$ cat config.mk
export PLATFORM = sky130hd
export DESIGN_NAME = fade_sequencer
export DESIGN_NICKNAME = d
export VERILOG_FILES = /design/src/rtl/fade_sequencer.sv
export SDC_FILE = /design/constraint.sdc
export NUM_CORES = 1
export LEC_CHECK = 0
export ABC_AREA = 1
export CORE_MARGIN = 1
export CORE_UTILIZATION = 40
export CTS_BUF_LIST = sky130_fd_sc_hd__clkbuf_8
export DETAILED_ROUTE_END_ITERATION = 7
export GPL_ROUTABILITY_DRIVEN = 0
export PLACE_DENSITY = 0.7
export SLEW_MARGIN = 5
export SYNTH_ARGS = -nofsm -noshare
export SYNTH_HDL_FRONTEND = slang
export SYNTH_SLANG_ARGS = --single-unit
export TNS_END_PERCENT = 20
$ cat constraint.sdc
create_clock -name Clock -period 5.65 [get_ports Clock]
set_input_delay 1.4125 -clock Clock [delete_from_list [all_inputs] [get_ports Clock]]
set_output_delay 1.4125 -clock Clock [all_outputs]
set_load 0.005 [all_outputs]
$ cat src/rtl/fade_sequencer.sv
// rtl/fade_sequencer.sv - gamma-corrected LED fade sequencer driving the PWM8 duty input
//
// Walks a 16-entry gamma table up, holds at full brightness, walks back down,
// then either stops (one-shot) or holds dark and repeats (continuous).
// Duty only changes on PWM period boundaries (PwmQ == 255), so the PWM
// always sees a stable duty for a whole period.
//
// Optional build macro: FADE_BRIGHT_SCALE_EN adds the Scale input and
// multiplies every table entry by (Scale+1)/256.
//
// Ports:
//   Clock   in   system clock, rising edge
//   Reset   in   synchronous active-high reset
//   Enable  in   1 = run, 0 = freeze everything (Start/Stop ignored)
//   Start   in   request a fade cycle (honoured only in IDLE)
//   Stop    in   abort request, wins over Start
//   Mode    in   0 = one-shot, 1 = continuous loop
//   PwmQ    in   [7:0] PWM8 period counter
//   Scale   in   [7:0] brightness scale (FADE_BRIGHT_SCALE_EN only)
//   Duty    out  [7:0] registered duty value for PWM8
//   Index   out  [3:0] registered gamma table index
//   Busy    out  registered, high when running or a start is pending
//   Done    out  one-cycle pulse when a one-shot fade completes

module fade_sequencer #(
    parameter int STEP_PERIODS = 4,
    parameter int HOLD_PERIODS = 32
) (
    input  logic       Clock,
    input  logic       Reset,
    input  logic       Enable,
    input  logic       Start,
    input  logic       Stop,
    input  logic       Mode,
    input  logic [7:0] PwmQ,
`ifdef FADE_BRIGHT_SCALE_EN
    input  logic [7:0] Scale,
`endif
    output logic [7:0] Duty,
    output logic [3:0] Index,
    output logic       Busy,
    output logic       Done
);

    typedef enum logic [2:0] {
        IDLE,
        RAMP_UP,
        HOLD_HIGH,
        RAMP_DOWN,
        HOLD_LOW
    } state_t;

    // Counters compare against PARAM-1, so they never need to wrap.
    localparam logic [15:0] STEP_LAST = 16'(STEP_PERIODS - 1);
    localparam logic [15:0] HOLD_LAST = 16'(HOLD_PERIODS - 1);

    state_t      state;
    logic [15:0] count;
    logic        start_pending;
    logic        stop_pending;
    logic        tick;
    logic        start_req;
    logic        stop_req;

    assign tick      = Enable && (PwmQ == 8'd255);
    assign start_req = Enable && Start && !Stop && (state == IDLE) && !stop_pending;
    assign stop_req  = Enable && Stop && ((state != IDLE) || start_pending);

    function automatic logic [7:0] lut(input logic [3:0] i);
        case (i)
            4'd0:    return 8'd0;
            4'd1:    return 8'd1;
            4'd2:    return 8'd2;
            4'd3:    return 8'd4;
            4'd4:    return 8'd6;
            4'd5:    return 8'd10;
            4'd6:    return 8'd15;
            4'd7:    return 8'd22;
            4'd8:    return 8'd31;
            4'd9:    return 8'd43;
            4'd10:   return 8'd58;
            4'd11:   return 8'd77;
            4'd12:   return 8'd100;
            4'd13:   return 8'd129;
            4'd14:   return 8'd164;
            default: return 8'd255;
        endcase
    endfunction

    // Only called from tick branches, so Scale is effectively sampled on ticks.
    function automatic logic [7:0] duty_of(input logic [3:0] i);
`ifdef FADE_BRIGHT_SCALE_EN
        logic [15:0] product;
        product = {8'd0, lut(i)} * ({8'd0, Scale} + 16'd1);
        return product[15:8];
`else
        return lut(i);
`endif
    endfunction

    always_ff @(posedge Clock) begin
        if (Reset) begin
            state         <= IDLE;
            count         <= 16'd0;
            start_pending <= 1'b0;
            stop_pending  <= 1'b0;
            Duty          <= 8'd0;
            Index         <= 4'd0;
            Busy          <= 1'b0;
            Done          <= 1'b0;
        end else begin
            Done <= 1'b0;
            if (start_req) begin
                start_pending <= 1'b1;
                Busy          <= 1'b1;
            end
            if (stop_req) begin
                stop_pending <= 1'b1;
            end
            if (tick) begin
                if (stop_pending) begin
                    // Abort: silent return to IDLE, no Done pulse.
                    state         <= IDLE;
                    count         <= 16'd0;
                    start_pending <= 1'b0;
                    stop_pending  <= 1'b0;
                    Duty          <= 8'd0;
                    Index         <= 4'd0;
                    Busy          <= 1'b0;
                end else begin
                    case (state)
                        IDLE: begin
                            if (start_pending) begin
                                state         <= RAMP_UP;
                                start_pending <= 1'b0;
                                count         <= 16'd0;
                                Index         <= 4'd0;
                                Duty          <= duty_of(4'd0);
                            end
                        end
                        RAMP_UP: begin
                            if (count == STEP_LAST) begin
                                count <= 16'd0;
                                if (Index != 4'd15) begin
                                    Index <= Index + 4'd1;
                                    Duty  <= duty_of(Index + 4'd1);
                                end else begin
                                    state <= HOLD_HIGH;
                                    Duty  <= duty_of(4'd15);
                                end
                            end else begin
                                count <= count + 16'd1;
                                Duty  <= duty_of(Index);
                            end
                        end
                        HOLD_HIGH: begin
                            if (count == HOLD_LAST) begin
                                state <= RAMP_DOWN;
                                count <= 16'd0;
                                Index <= 4'd14;
                                Duty  <= duty_of(4'd14);
                            end else begin
                                count <= count + 16'd1;
                                Duty  <= duty_of(Index);
                            end
                        end
                        RAMP_DOWN: begin
                            if (count == STEP_LAST) begin
                                count <= 16'd0;
                                if (Index != 4'd0) begin
                                    Index <= Index - 4'd1;
                                    Duty  <= duty_of(Index - 4'd1);
                                end else if (Mode) begin
                                    state <= HOLD_LOW;
                                    Duty  <= 8'd0;
                                end else begin
                                    state <= IDLE;
                                    Duty  <= 8'd0;
                                    Busy  <= 1'b0;
                                    Done  <= 1'b1;
                                end
                            end else begin
                                count <= count + 16'd1;
                                Duty  <= duty_of(Index);
                            end
                        end
                        HOLD_LOW: begin
                            if (count == HOLD_LAST) begin
                                state <= RAMP_UP;
                                count <= 16'd0;
                                Index <= 4'd0;
                                Duty  <= duty_of(4'd0);
                            end else begin
                                count <= count + 16'd1;
                            end
                        end
                        default: begin
                            state <= IDLE;
                            count <= 16'd0;
                            Duty  <= 8'd0;
                            Index <= 4'd0;
                            Busy  <= start_pending;
                        end
                    endcase
                end
            end
        end
    end

endmodule

==> metrics.md, run 1 <==
| Metric | Value |
|---|---|
| First-pass GRT wire length | 14.84 mm |
| HPWL Detailed | 6.764 mm |
| Max-cap violation count | 0 |
| Setup repair bufs after CTS | 0 |
| Hold Violations, Final | 0 |
| Clk pwr share | 0.416 |
| Die ar. | 0.008565 mm² |
| Worst VDD drop | 0.07665 mV |
| Worst Path Required | 5880 ps |
| Status | completed |
| Number of diodes | 0 |
| Post-synth EDFFs | 0 |
| Crit path arrival time | 4110 ps |
| CTS tree | done |
| Total Nets Final | 579 |
| Setup TNS | 0 ps |
| Core region area | 0.007848 mm² |
| Die span in x | 92.55 µm |
| Gr ovfl total | 0 |
| Final worst path period share | 0.6860 |
| Post-CTS sizing | 0 |
| Vias per cell | 5.364 |
| Netlist cell types | 37 |
| GR Util All Layers | 0.2137 |
| HP Class | reg2reg |
| Combinational Power Share | 0.045 |
| Detailed Routing Iterations Pass 1 | 5 |
| ANT nets after route | 0 |
| Slowest CP cell | clkdlybuf4s50_1 |
| Synth Register Bits | 43 |
| Top cell types by occurrence after synthesis | nand2_1, nor2_1, inv_1 |
| I/O pin cnt | 28 |
| Clock Pin Slew Worst Setup and Hold Paths | 80 ps |
| Worst Setup Path Type | in2reg |
| Actual slew at the worst max-slew pin | 655.4 ps |
| Clk sinks | 43 |
| Vias in the first global route | 3,278 |
| Cts hold-fix bufs | 0 |
| Reg power frac | 0.540 |
| Max-slew violation count | 0 |
| Syn. warnings | 0 |
| Internal | 0.4436 mW |
| Critical path's largest stage delay | 500 ps |
| Ys async rst share | 0 |
| Worst-skew pair later-pin latency | 310 ps |
| Buf/Inv on CP | 4 |
| Cell chain of the critical path | clkdlybuf4s50_1 > inv_1 > nor2_1 > nand4_1 > nor2_2 > nand3_1 > o21ai_0 > nand2_1 > nor2_1 > inv_1 > ha_1 > inv_1 > nand2_1 > a21oi_2 |
| LEAKAGE | 1.483 nW |
| Crit path capture type | register |
| Top_reg_cell synth | dfxtp_1 |
| Power after layout | 0.5656 mW |
| DR iter-0 viols | 224 |
| Share of layout cells above drive strength 1 | 0.08015 |
| Post-Syn Area | 0.003279 mm² |
| Largest net degree at the start of global routing | 17 |
| Clk buf depth | 2 |
| Synth top area share | 0.2625 |
| Syn_area_per_cell | 6.258 µm² |
| RSZ-0062 raised after global routing | false |
| Number of remaining DRC errors | 0 |
| Min Tclk post-route | 3876 ps |
| Die Span Y | 92.55 µm |
| Finish-stage setup viols | 0 |
| Crit path max fanout | 9 |
| Routed length per instance | 13.42 µm |
| Ranking of synthesized cells by area | dfxtp_1, nand2_1, nand3_1 |
| Input/output buffers | 27 |
| Final Skew | 13.29 ps |
| Fill count | 870 |
| Hold_ws | 467.6 ps |
| Syn_nets | 554 |
| Sw Share | 0.2157 |
| Crit-path most repeated cell | inv_1 |
| Initial core utilization | 0.4179 |
| Initial antenna violation count | 0 |
| Area leader, netlist | dfxtp_1 |
| CTS buffer count | 5 |
| Post-Route WL | 8.738 mm |
| Cells after Synth | 524 |
| Max_slew headroom | 0.5617 |
| Fmax | 0.2580 GHz |
| Cell Rows | 32 |
| CTS root buf | clkbuf_8 |
| Sw power | 0.1220 mW |
| Most instantiated library cell after synthesis | nand2_1 |
| Core Util, Final | 0.4761 |
| Element type at the critical path start | input pin |
| CP top delay family | simple AND/OR/NAND/NOR gates |
| DR vias | 3,492 |
| CTS H-tree depth | 2 |
| Seq/Total Area, Yosys | 0.2625 |
| Layout Area Growth over Synthesis | 13.93% |
| Pwr Density | 151.4 mW/mm² |
==> tightest hold or removal path, stage by stage (launching register included) <==
cell	delay, ps
dfxtp_1	320
nand2_1	60
a21oi_1	50
==> metal layers <==
metal,global-route usage,vias to the layer above,part of all wire
met5,0,-,0
met4,0.07161,0,0.014
met3,0.03859,16,0.063
met2,0.3562,125,0.46
met1,0.2767,1570,0.46
li1,-,1781,-
==> power groups by stage <==
| stage | clock network [mW] | registers, mW | logic [mW] |
|---|---|---|---|
| 2_1_floorplan | 0 | 0.312 | 0.0126 |
| 3_3_place_gp | 0 | 0.312 | 0.0249 |
| 3_5_place_dp | 0 | 0.312 | 0.0251 |
| 4_1_cts | 0.238 | 0.305 | 0.0253 |
| 5_1_grt | 0.252 | 0.305 | 0.0276 |
| 6_report | 0.235 | 0.305 | 0.0252 |
==> metrics by stage <==
stage,cell area (µm²),setup slack [ps],cells
after floorplan,3279,2450,524
after global placement,3633,1592,644
after detailed placement,3633,1469,644
after CTS,3736,1765,651
after global routing,3736,1376,651
final,3736,1774,651
==> final timing paths <==
kind / startpoint / endpoint / slack [ps] / depth (start not counted)
worst max-delay path: Enable / register / 1770 / 14
worst min-delay path: Duty[0]$_SDFFE_PP0P_ / Duty[0]$_SDFFE_PP0P_ / 470 / 2
worst max register to register: Index[0]$_SDFFE_PP0N_ / register / 2480 / 14
worst min register to register: Duty[0]$_SDFFE_PP0P_ / Duty[0]$_SDFFE_PP0P_ / 470 / 2
==> kinds of logic (layout without fill, tap and decap cells) <==
| group | Yosys count | in the layout | share of synthesized area |
|---|---|---|---|
| compound gates | 100 | 100 | 0.1663 |
| fa+ha+maj | 16 | 16 | 0.06104 |
| flops | 43 | 43 | 0.2625 |
| buf+inv | 74 | 99 | 0.08775 |
| simple gates | 285 | 285 | 0.4063 |
| xor+xnor | 6 | 6 | 0.01602 |
==> cell usage in the layout, fill, tap and decap left out, drive strengths merged <==
cell	netlist	routed
dfxtp	43	43
clkdlybuf4s50	0	27
o21a	2	2
inv	63	64
bufinv	0	1
o211ai	4	4
nor3b	3	3
nor3	13	13
or2	5	5
ha	16	16
a31oi	2	2
xnor2	1	1
o22ai	2	2
o21ai	46	46
o221ai	1	1
nand2	124	124
nand4	9	9
clkinv	2	2
a211oi	2	2
xor2	5	5
nor2	71	71
nor4	4	4
o2111ai	2	2
nand3	56	56
a21oi	38	38
o211a	1	1
clkbuf	6	5
==> area by class of cell <==
class                           count  area (µm²)  area share
Multi-Input combinational cell    407        2131      0.5703
Sequential cell                    43       860.8      0.2304
Timing Repair Buffer               27       270.3     0.07234
Inverter                           65       244.0     0.06530
Tap cell                          102       127.6     0.03416
Clock buffer                        5       68.82     0.01842
Clock inverter                      2       33.78    0.009042
Power figures use the tool's default switching activity.
==> run 2: changes to the inputs <==
- PLACE_DENSITY: 0.7 -> 0.72
- clock period: 5.65 -> 3.5 ns (I/O delays scaled with it)
==> run 2 against run 1 <==
Design area up 1.4%. Register-to-register slack worse by 1800 ps. Count of clock-buffer cells in the layout increased by 2. Combinational power grew 71%. Setup slack lost 1400 ps. Global-route usage down 0.52 points. Via count grew 1.9%. Non-clock buffer count grew 7. Final cell count increased by 1.2%. Sequential share of layout area is 0.33 points lower. Clock skew is 7.5 ps lower. Clock power up 51%. Critical path type unchanged. Highest routed layer unchanged.
==> metrics.md, run 2 (synthesized netlist as in run 1, its figures left out) <==
| Metric | Value |
|---|---|
| Die span in x | 92.55 µm (unchanged) |
| Finish-stage setup viols | 0 (unchanged) |
| Final Skew | 5.809 ps (-7.481 ps) |
| Setup repair bufs after CTS | 0 (unchanged) |
| First-pass GRT wire length | 14.72 mm (-0.75%) |
| Final worst path period share | 0.8805 |
| Clk buf depth | 2 (unchanged) |
| Max_slew headroom | 0.6591 (+0.09734) |
| Reg2reg start | Index[1]$_SDFFE_PP0N_ |
| Routed length per instance | 13.11 µm (-2.3%) |
| Worst Path Required | 3750 ps (-2130 ps) |
| Crit-path most repeated cell | nand2_1 |
| Commonest non-fill, non-tap cell in the layout | nand2_1 |
| CP top delay family | simple AND/OR/NAND/NOR gates |
| Pwr Density | 234.6 mW/mm² (+55%) |
| Number of diodes | 0 (unchanged) |
| CTS tree | done |
| Worst-skew pair later-pin latency | 300 ps (about the same) |
| Share of layout cells above drive strength 1 | 0.09515 (+0.01501) |
| DR iter-0 viols | 379 (+69%) |
| CTS root buf | clkbuf_8 |
| CTS buffer count | 5 (unchanged) |
| Max-cap violation count | 0 (unchanged) |
| Core region area | 0.007848 mm² (unchanged) |
| Die Span Y | 92.55 µm (unchanged) |
| Layout Area Growth over Synthesis | 15.57% |
| Fill count | 807 (-7.2%) |
| Critical Path Stages | 16 (+2) |
| Clock Pin Slew Worst Setup and Hold Paths | 80 ps (about the same) |
| Post-CTS sizing | 0 (unchanged) |
| Crit path launch | PwmQ[3] |
| Crit path max fanout | 6 (-3) |
| CTS H-tree depth | 2 (unchanged) |
| Worst Setup Path Type | in2reg |
| I/O pin cnt | 28 (unchanged) |
| WHS Path Cells | 2 (unchanged) |
| Initial antenna violation count | 0 (unchanged) |
| RSZ-0062 raised after global routing | false |
| LEAKAGE | 1.513 nW (+2.1%) |
| Worst VDD drop | 0.1422 mV (+86%) |
| Hold_ws | 473.1 ps (+5.467 ps) |
| Initial core utilization | 0.4179 (unchanged) |
| Die ar. | 0.008565 mm² (unchanged) |
| Status | completed |
| Slowest CP cell | clkdlybuf4s50_1 |
| Detailed Routing Iterations Pass 1 | 5 (unchanged) |
| Element type at the critical path start | input pin |
| Crit path capture type | register |
| Setup TNS | 0 ps (unchanged) |
| HPWL Detailed | 6.673 mm (-1.3%) |
| Max-slew violation count | 0 (unchanged) |
| Power after layout | 0.8893 mW (+57%) |
| Min Tclk post-route | 3082 ps |
| Gr ovfl total | 0 (unchanged) |
| ANT nets after route | 0 (unchanged) |
| Core Util, Final | 0.4829 (+0.006856) |
| Vias per cell | 5.402 (+0.71%) |
| Cell Rows | 32 (unchanged) |
| Number of remaining DRC errors | 0 (unchanged) |
| GR Util All Layers | 0.2086 (-0.005181) |
| Total Nets Final | 586 (+1.2%) |
| Min-delay src | Duty[4]$_SDFFE_PP0P_ |
| Actual slew at the worst max-slew pin | 510.9 ps (-144.5 ps) |
| Crit path arrival time | 3330 ps (-780 ps) |
| Critical path's largest stage delay | 500 ps (about the same) |
| Cts hold-fix bufs | 0 (unchanged) |
| DR vias | 3,560 (+1.9%) |
| Clk sinks | 43 (unchanged) |
| Commonest non-fill, non-tap cells in the layout | nand2_1, nor2_1, inv_1, nand3_1, dfxtp_1 |
| R2R cell count | 14 (unchanged) |
| Largest net degree at the start of global routing | 17 (unchanged) |
| Input/output buffers | 27 (unchanged) |
| Vias in the first global route | 3,287 (+0.27%) |
| Buf/Inv on CP | 3 (-1) |
| Cell chain of the critical path | clkdlybuf4s50_1 > nand2_1 > nor2_1 > nand3_1 > nor2_2 > clkinv_1 > nor2_1 > nand2_2 > nand2_1 > nand3_1 > inv_1 > ha_1 > nand3_1 > nand2_1 > nand2_1 > nand2_1 |
| Hold Violations, Final | 0 (unchanged) |
| HP Class | reg2reg |
| Fmax | 0.3245 GHz |
| Post-Route WL | 8.639 mm (-1.1%) |
==> run 2: cell types whose count changed in the layout (fill, tap and decap cells not counted), sizes merged <==
cell / change
buf: +7
bufinv: -1
clkbuf: +2
clkinvlp: +1
inv: -1
==> run 2: worst register-to-register path: stages, from the launching register on <==
cell and delay (ps):
dfxtp_1 470, inv_1 190, ha_1 250, nand3_1 240, nor2_2 100, nor2_2 170, nand3_2 130, o21ai_0 170
nand2_1 160, nor2_1 180, inv_1 100, ha_1 320, inv_1 90, nand2_1 70, a21oi_2 110
==> run 2: path summary, 6_finish.rpt <==
| path | to | slack, ps |
|---|---|---|
| worst min-delay path | Duty[4]$_SDFFE_PP0P_ | 470 |
| worst min register to register | Duty[4]$_SDFFE_PP0P_ | 470 |
| worst max register to register | register | 710 |
| worst max-delay path | register | 420 |
==> run 2: cell type report <==
| class | count | area, µm² | area share |
|---|---|---|---|
| clock inverters | 1 | 7.507 | 0.001981 |
| well taps | 102 | 127.6 | 0.03367 |
| inverters | 65 | 244.0 | 0.06438 |
| flip-flops and latches | 43 | 860.8 | 0.2271 |
| multi-input cells | 407 | 2131 | 0.5622 |
| clock buffers | 7 | 96.34 | 0.02542 |
| repair buffers | 34 | 322.8 | 0.08518 |
==> run 2: power breakdown <==
part | switching (mW) | internal [mW]
sequential | 0.00241 | 0.490
clock | 0.174 | 0.180
combinational | 0.0222 | 0.0208
total | 0.199 | 0.691
==> run 2: per-stage QoR <==
stage	instances	setup WS, ps	instance area [µm²]
2_1_floorplan	524	783.1	3279
3_3_place_gp	651	294.0	3686
3_5_place_dp	651	175.1	3686
4_1_cts	659	476.9	3790
5_1_grt	659	204.5	3790
6_report	659	418.3	3790
==> run 2: per-layer routing <==
metal / up-vias / part of all wire / GRT usage
li1: 1797 / - / -
met1: 1603 / 0.45 / 0.2768
met2: 141 / 0.46 / 0.3389
met3: 19 / 0.069 / 0.03366
met4: 0 / 0.017 / 0.07682
met5: - / 0 / 0
